### src/rtl/fwd_mux_reg.sv
// N:1 operand-forwarding mux with a registered output, stall capture and flush.
// Latency: 1 cycle from in_i/sel_i to out_o while passing.
// Backpressure: stall_i freezes out_o and captures the first-cycle selection until release.
module fwd_mux_reg #(
    parameter int  WIDTH   = 32,
    parameter int  NUM_SRC = 3,
    localparam int SEL_W   = $clog2(NUM_SRC)
) (
    input  logic                     clk_i,
    input  logic                     rst_ni,
    input  logic [NUM_SRC*WIDTH-1:0] in_i,
    input  logic [SEL_W-1:0]         sel_i,
    input  logic                     in_valid_i,
    input  logic                     stall_i,
    input  logic                     flush_i,
    output logic [WIDTH-1:0]         out_o,
    output logic                     out_valid_o,
    output logic                     held_o
);

    typedef enum logic {
        PASS = 1'b0,
        HOLD = 1'b1
    } state_t;

    state_t             state_q, state_d;
    logic [WIDTH-1:0]   out_q, out_d;
    logic               out_valid_q, out_valid_d;
    logic [WIDTH-1:0]   hold_data_q, hold_data_d;
    logic               hold_valid_q, hold_valid_d;
    logic [WIDTH-1:0]   sel_data;

    // Out-of-range selects fall through to source 0.
    always_comb begin
        sel_data = in_i[WIDTH-1:0];
        for (int k = 1; k < NUM_SRC; k++) begin
            if (sel_i == SEL_W'(k)) begin
                sel_data = in_i[k*WIDTH +: WIDTH];
            end
        end
    end

    always_comb begin
        state_d      = state_q;
        out_d        = out_q;
        out_valid_d  = out_valid_q;
        hold_data_d  = hold_data_q;
        hold_valid_d = hold_valid_q;
        if (flush_i) begin
            state_d      = PASS;
            out_d        = '0;
            out_valid_d  = 1'b0;
            hold_data_d  = '0;
            hold_valid_d = 1'b0;
        end else begin
            case (state_q)
                PASS: begin
                    if (stall_i) begin
                        hold_data_d  = sel_data;
                        hold_valid_d = in_valid_i;
                        state_d      = HOLD;
                    end else begin
                        out_d       = sel_data;
                        out_valid_d = in_valid_i;
                    end
                end
                HOLD: begin
                    // Release drains the captured operand; live data waits one more edge.
                    if (!stall_i) begin
                        out_d       = hold_data_q;
                        out_valid_d = hold_valid_q;
                        state_d     = PASS;
                    end
                end
            endcase
        end
    end

    always_ff @(posedge clk_i or negedge rst_ni) begin
        if (!rst_ni) begin
            state_q      <= PASS;
            out_q        <= '0;
            out_valid_q  <= 1'b0;
            hold_data_q  <= '0;
            hold_valid_q <= 1'b0;
        end else begin
            state_q      <= state_d;
            out_q        <= out_d;
            out_valid_q  <= out_valid_d;
            hold_data_q  <= hold_data_d;
            hold_valid_q <= hold_valid_d;
        end
    end

    assign out_o       = out_q;
    assign out_valid_o = out_valid_q;
    assign held_o      = (state_q == HOLD);

endmodule
### config.mk
export PLATFORM = sky130hd
export DESIGN_NAME = fwd_mux_reg
export DESIGN_NICKNAME = d
export VERILOG_FILES = /design/src/rtl/fwd_mux_reg.sv
export SDC_FILE = /design/constraint.sdc
export NUM_CORES = 1
export LEC_CHECK = 0
export ABC_CLOCK_PERIOD_IN_PS = 1600
export CAP_MARGIN = 20
export CORE_MARGIN = 2
export CORE_UTILIZATION = 42
export CTS_BUF_LIST = sky130_fd_sc_hd__clkbuf_8
export DETAILED_ROUTE_END_ITERATION = 6
export MAX_ROUTING_LAYER = met4
export PLACE_DENSITY = 0.74
export SETUP_SLACK_MARGIN = 0.5
export SYNTH_ARGS = -nofsm -noshare
export SYNTH_HDL_FRONTEND = slang
export SYNTH_SLANG_ARGS = --single-unit
### constraint.sdc
create_clock -name clk_i -period 1.6 [get_ports clk_i]
set_input_delay 0.24 -clock clk_i [delete_from_list [all_inputs] [get_ports clk_i]]
set_output_delay 0.24 -clock clk_i [all_outputs]
set_load 0.03 [all_outputs]
==> impl_metrics.ini <==
[global_route]
grt_pass1_vias = 3383
track_usage_pct = 22.0
overflow = 0
antenna_found_initial = 0
grt_max_degree = 41
grt_pass1_wl_microns = 17000

[timing]
timing.setup.tns_ns = 0
maxSlewViolCount = 0
finalCritPeriodShare_pct = 79.8
clock.fmax_ghz = 0.783
rsz0062_at_grt = yes
setup_viol = 0
period_minus_slack_ns = 1.28
slew_headroom_pct = 66.7
finClkSkew_ns = 0.0135
hold_viol_final = 0
hold-worst-slack_ns = 0.422
worst_slew_pin_slew_ns = 0.500

[final_layout]
diodes = 0
nets = 576
instances_no_fill = 589
mostFrequentLayoutCells = clkdlybuf4s50_1, mux2i_1, dfrtp_1
area_growth_syn_to_layout_pct = 51.5
final_common_cell = clkdlybuf4s50_1
drive_gt1_share_pct = 26.4

[worst_setup_path]
crit_path_start_kind = register
worstPathCellList = nor2b_4, clkbuf_16, a32o_1, a21o_1
crit_type = reg -> reg
cp_slowest_cell = dfrtp_2
arrival_ns = 1.52
worst_ep_required_time_ns = 1.84
critPathMaxFanout = 8
end_kind = register
max_stage_delay_ns = 0.44
rrSetupSlack_ns = 0.32

[drt]
num_vias = 3340
postRouteAntennaNets = 0
viasPerCell = 5.67
drcViolationCount = 0
avgRoutedWirePerCell_microns = 18.4
wirelength_microns = 10800
drt_iter0_markers = 149
drtPass1Iterations = 4

[floorplanning]
initial_core_util_pct = 42.7
die-height_microns = 100
rows = 35
die_w_microns = 100
dieArea_sq_mm = 0.0101
ios = 137
coreArea_sq_mm = 0.00911

[power_and_ir_drop]
p_leak_uw = 0.00286
peakVddDrop_v = 0.000482
p_per_area_mw_per_mm2 = 769

[synth]
ys_types = 26
synth_area_per_cell_sq_um = 12.1
ys_seq_elements = 67
syn-cell-area_sq_mm = 0.00389
synth-seq-area-share_pct = 43.1
synthArstFlopShare_pct = 100
synth_fp_nets = 424
ys.flop_type = dfrtp_1
yosysWarnings = 0
synth_edf_count = 0
synth_cells = 321
synth_top_cell_by_area = dfrtp_1
synth_top_area_share_pct = 43.1
synthTopCellsByArea = dfrtp_1, mux2i_1, a32o_1

[placement]
hpwl_microns = 7220
port_buffers = 136
dp.cells = 553
place.gp.congestion = 0.821

[clock_network]
htreeDepth = 3
cts_buffers = 9
clock_path_buffers = 2
clock-sinks = 67
cts_tree = yes
path_clk_slew_ns = 0.07
cts_root_buffer = clkbuf_8
clk_latency_ns = 0.35

[hold_path]
min_path_type = in -> reg

[flow_run]
maxCapViolCount = 0

[run_status]
status = finished clean
synthesized netlist by cell type, types with 2 or more instances:
| cell type | number |
|---|---|
| mux2i_1 | 85 |
| dfrtp_1 | 67 |
| buf_4 | 4 |
| a21o_1 | 20 |
| a21oi_1 | 2 |
| nor2b_1 | 2 |
| buf_2 | 11 |
| o21ai_0 | 12 |
| nor2_1 | 2 |
| a32o_1 | 20 |
| clkbuf_1 | 13 |
| nand2_1 | 2 |
| buf_6 | 5 |
| buf_8 | 2 |
| a32oi_1 | 11 |
| nand3b_1 | 12 |
| o31ai_2 | 11 |
| mux2_2 | 13 |
| a22o_1 | 20 |
routing by layer:
layer	vias up	GRT usage, %	part of all wire [%]	wire, microns
met4	0	5.16	0.95	103
li1	1561	-	-	-
met2	94	36.1	52	5580
met1	1673	27.6	41	4470
met3	12	5.29	6.1	658
met5	-	-	0	0
metrics by stage:
stage / util [%] / setup slack (ns) / area, sq um / total power [uW]
global route: 64.8 / 0.263 / 5900 / 4730
detailed placement: 59.5 / -0.150 / 5420 / 3100
finish: 64.8 / 0.323 / 5900 / 4540
CTS: 63.5 / 0.262 / 5780 / 4530
floorplan: - / 0.177 / 3920 / 2530
global placement: 59.5 / -0.142 / 5420 / 3070
report_power, final:
part / internal, uW / switching, uW / leakage (uW)
combinational: 687 / 575 / 0.00187
clock: 712 / 654 / 0.0000950
sequential: 1820 / 85.9 / 0.000892
state kept, by name, summed over array words and instances, names as in the netlist:
register	flops
out_o	32
hold_valid_q	1
out_valid_o	1
held_o	1
hold_data_q	32
logic make-up after synthesis:
| logic type | after synthesis | share of synthesized area [%] |
|---|---|---|
| AND/OR/NAND/NOR | 23 | 4.08 |
| flip-flops | 67 | 43.1 |
| buffers and inverters | 36 | 5.75 |
| AO/OA/AOI/OAI | 97 | 21.5 |
| multiplexers | 98 | 25.6 |
repair_timing:
item                       CTS  global route
resized for setup          250             9
buffers inserted             7             7
hold buffers                 1             0
gates cloned                 2             3
hold endpoints to repair    67             0
pin swaps                    3            20
setup endpoints to repair   98           100
worst max-delay path, delay by kind of cell, from the launching register on:
kind / cells / cell delay, ns
AO/OA/AOI/OAI: 2 / 0.37
flip-flops: 1 / 0.44
AND/OR/NAND/NOR: 1 / 0.18
buffers and inverters: 1 / 0.19
final timing paths:
path | from | cells past startpoint | endpoint
setup / recovery | held_o | 4 | out_o[4]
min in group asynchronous | rst_ni | 3 | hold_data_q[9]
hold / removal | stall_i | 3 | out_valid_o
hold reg to reg | hold_data_q[12] | 1 | hold_data_q[12]
setup reg to reg | held_o | 4 | out_o[4]
max in group asynchronous | rst_ni | 3 | hold_data_q[25]
cell type report:
type / instances / area [sq um]
Clock buffer: 9 / 124
Clock inverter: 7 / 68.8
Fill cell: 751 / 3210
Inverter: 1 / 3.75
Multi-Input combinational cell: 218 / 2040
Sequential cell: 67 / 1680
Tap cell: 111 / 139
Timing Repair Buffer: 176 / 1850
(Power assumes the default switching activity.)
==> edit, RTL diff (config.mk and constraints unchanged) <==
Set the parameter `NUM_SRC` to 6 (it was 3).
--- a/src/rtl/fwd_mux_reg.sv
+++ b/src/rtl/fwd_mux_reg.sv
@@ -4,5 +4,5 @@
 module fwd_mux_reg #(
     parameter int  WIDTH   = 32,
-    parameter int  NUM_SRC = 3,
+    parameter int  NUM_SRC = 6,
     localparam int SEL_W   = $clog2(NUM_SRC)
 ) (
Ports: changed (resized in_i and sel_i); port bits go from 137 to 234. The function was not compared with the original's and may differ.
==> edit against the unedited design <==
Worst setup slack better by 0.0024 ns; clock power down 10%; area after synthesis up 29%; critical path depth unchanged; cell area up 45%; sequential cell count unchanged; total power up 24%; wire length up 100%; critical path type unchanged; critical endpoint is now out_o[21]$_DFFE_PN0P_; largest power group is now combinational cells.
==> edit: results (changes against the unedited design) <==
- Pre-antenna DRT Iters: 7 (+3)
- Cell Area, Placed: 0.00799 sq mm (+47%)
- Nets: 1108 (+92%)
- WHS: 0.368 ns (-0.0545 ns)
- Drt wl/cell: 20.8 microns (+13%)
- Slowest stage delay, CP: 0.47 ns (+0.03 ns)
- Worst R2R Path Depth: 4 (unchanged)
- RR Endpoint: out_o[21]$_DFFE_PN0P_
- Measured slew at the worst slew-check pin: 0.382 ns (-0.118 ns)
- Met3 Routed Length: 1500 microns (+130%)
- Status: complete, no violations
- First-pass GRT wire length: 33900 microns (+99%)
- Routed wl met2: 11300 microns (+100%)
- Critical Path AT: 1.48 ns (-0.04 ns)
- Syn nets: 855 (+100%)
- Sequential fraction of the synthesis area: 33.3% (-9.7 points)
- GR Util All Layers: 34.7% (+13 points)
- Filler cell count in the final layout: 896 (+19%)
- Mapped Avg Cell Area: 7.68 sq um (-37%)
- Synth unique cells: 31 (+19%)
- Largest net degree at the start of global routing: 68 (+66%)
- Complex-gate fraction of the synthesized area: 35.9% (+14 points)
- Detailed placer's ending HPWL: 16300 microns (+130%)
- Met1 Wirelength: 8030 microns (+80%)
- Initial antenna violation count: 1 (+1)
- Number of global-route vias before repair: 6428 (+90%)
- Setup Buffers After CTS: 10 (+3)
- Layout cells sized above 1: 22.4% (-4.0 points)
- Most frequent cell after synthesis: a21oi_1
- GRT overflow: 0 (unchanged)
- Mux contribution to synthesized area: 6.77% (-19 points)
- P_clk: 1.23 mW (-10%)
- Placement Setup Slack: -0.135 ns (+0.0151 ns)
- HP Start: flush_i
- Area of the multi-input gates: 0.00313 sq mm (+53%)
- Placed insts: 1016 (+84%)
- Synth area leaders: dfrtp_1, a21oi_1, mux2i_1
- Clk_skew: 0.00513 ns (-0.00836 ns)
- Max VDD drop: 0.676 mV (+40%)
- Port Buffer Count: 233 (+71%)
- Leakage power: 3.69 nW (+29%)
- Seq pwr: 2.04 mW (+7%)
- Latest clock arrival within the worst-skew pair: 0.34 ns
- Total number of vias: 6310 (+89%)
- Max Root-Sink Buffers: 2 (unchanged)
- CP max FO: 32 (+24)
edit: cell count changes in the layout (fill, tap and decap cells not counted), sizes merged, moves of 29 or more:
| cell | unedited run | this run |
|---|---|---|
| buf | 74 | 107 |
| mux2i | 85 | 34 |
| or3 | 1 | 32 |
| o21ai | 12 | 91 |
| nor2 | 2 | 68 |
| nand2 | 2 | 35 |
| clkdlybuf4s50 | 97 | 183 |
| inv | 1 | 62 |
| a21oi | 2 | 91 |
| o221ai | 0 | 29 |
| a211oi | 0 | 29 |
| a22oi | 0 | 30 |
edit: critical path, delay by kind of cell, from the launching register on:
family                 cells  cell delay (ns)
AO/OA/AOI/OAI              2             0.29
buffers and inverters      2             0.37
flip-flops                 1             0.47
edit: how the worst max path moves through the flow:
stage	slack [ns]	end	depth (start not counted)	startpoint
final	0.33	out_o[21]$_DFFE_PN0P_	4	held_o$_DFF_PN0_
after global routing	0.29	hold_data_q[14]$_DFFE_PN0P_	5	held_o$_DFF_PN0_
after CTS	0.34	out_o[21]$_DFFE_PN0P_	4	held_o$_DFF_PN0_
after detailed placement	-0.13	hold_data_q[24]$_DFFE_PN0P_	7	sel_i[0]
after global placement	-0.13	hold_data_q[24]$_DFFE_PN0P_	7	sel_i[0]
after floorplan	0.32	out_o[16]$_DFFE_PN0P_	5	held_o$_DFF_PN0_
edit: routing by layer:
| layer | track usage, % | vias up |
|---|---|---|
| met5 | - | - |
| met4 | 14.6 | 0 |
| met1 | 38.1 | 3024 |
| met3 | 6.11 | 70 |
| li1 | - | 2866 |
| met2 | 62.1 | 350 |
edit: layout make-up:
cell class / count / share of cell area [%]
antenna: 1 / 0.0292
clock buffer: 11 / 1.77
inverter: 62 / 2.80
clock inverter: 3 / 0.175
multi-input combinational: 463 / 36.5
timing repair buffer: 305 / 37.1
tap: 143 / 2.09
sequential: 67 / 19.6
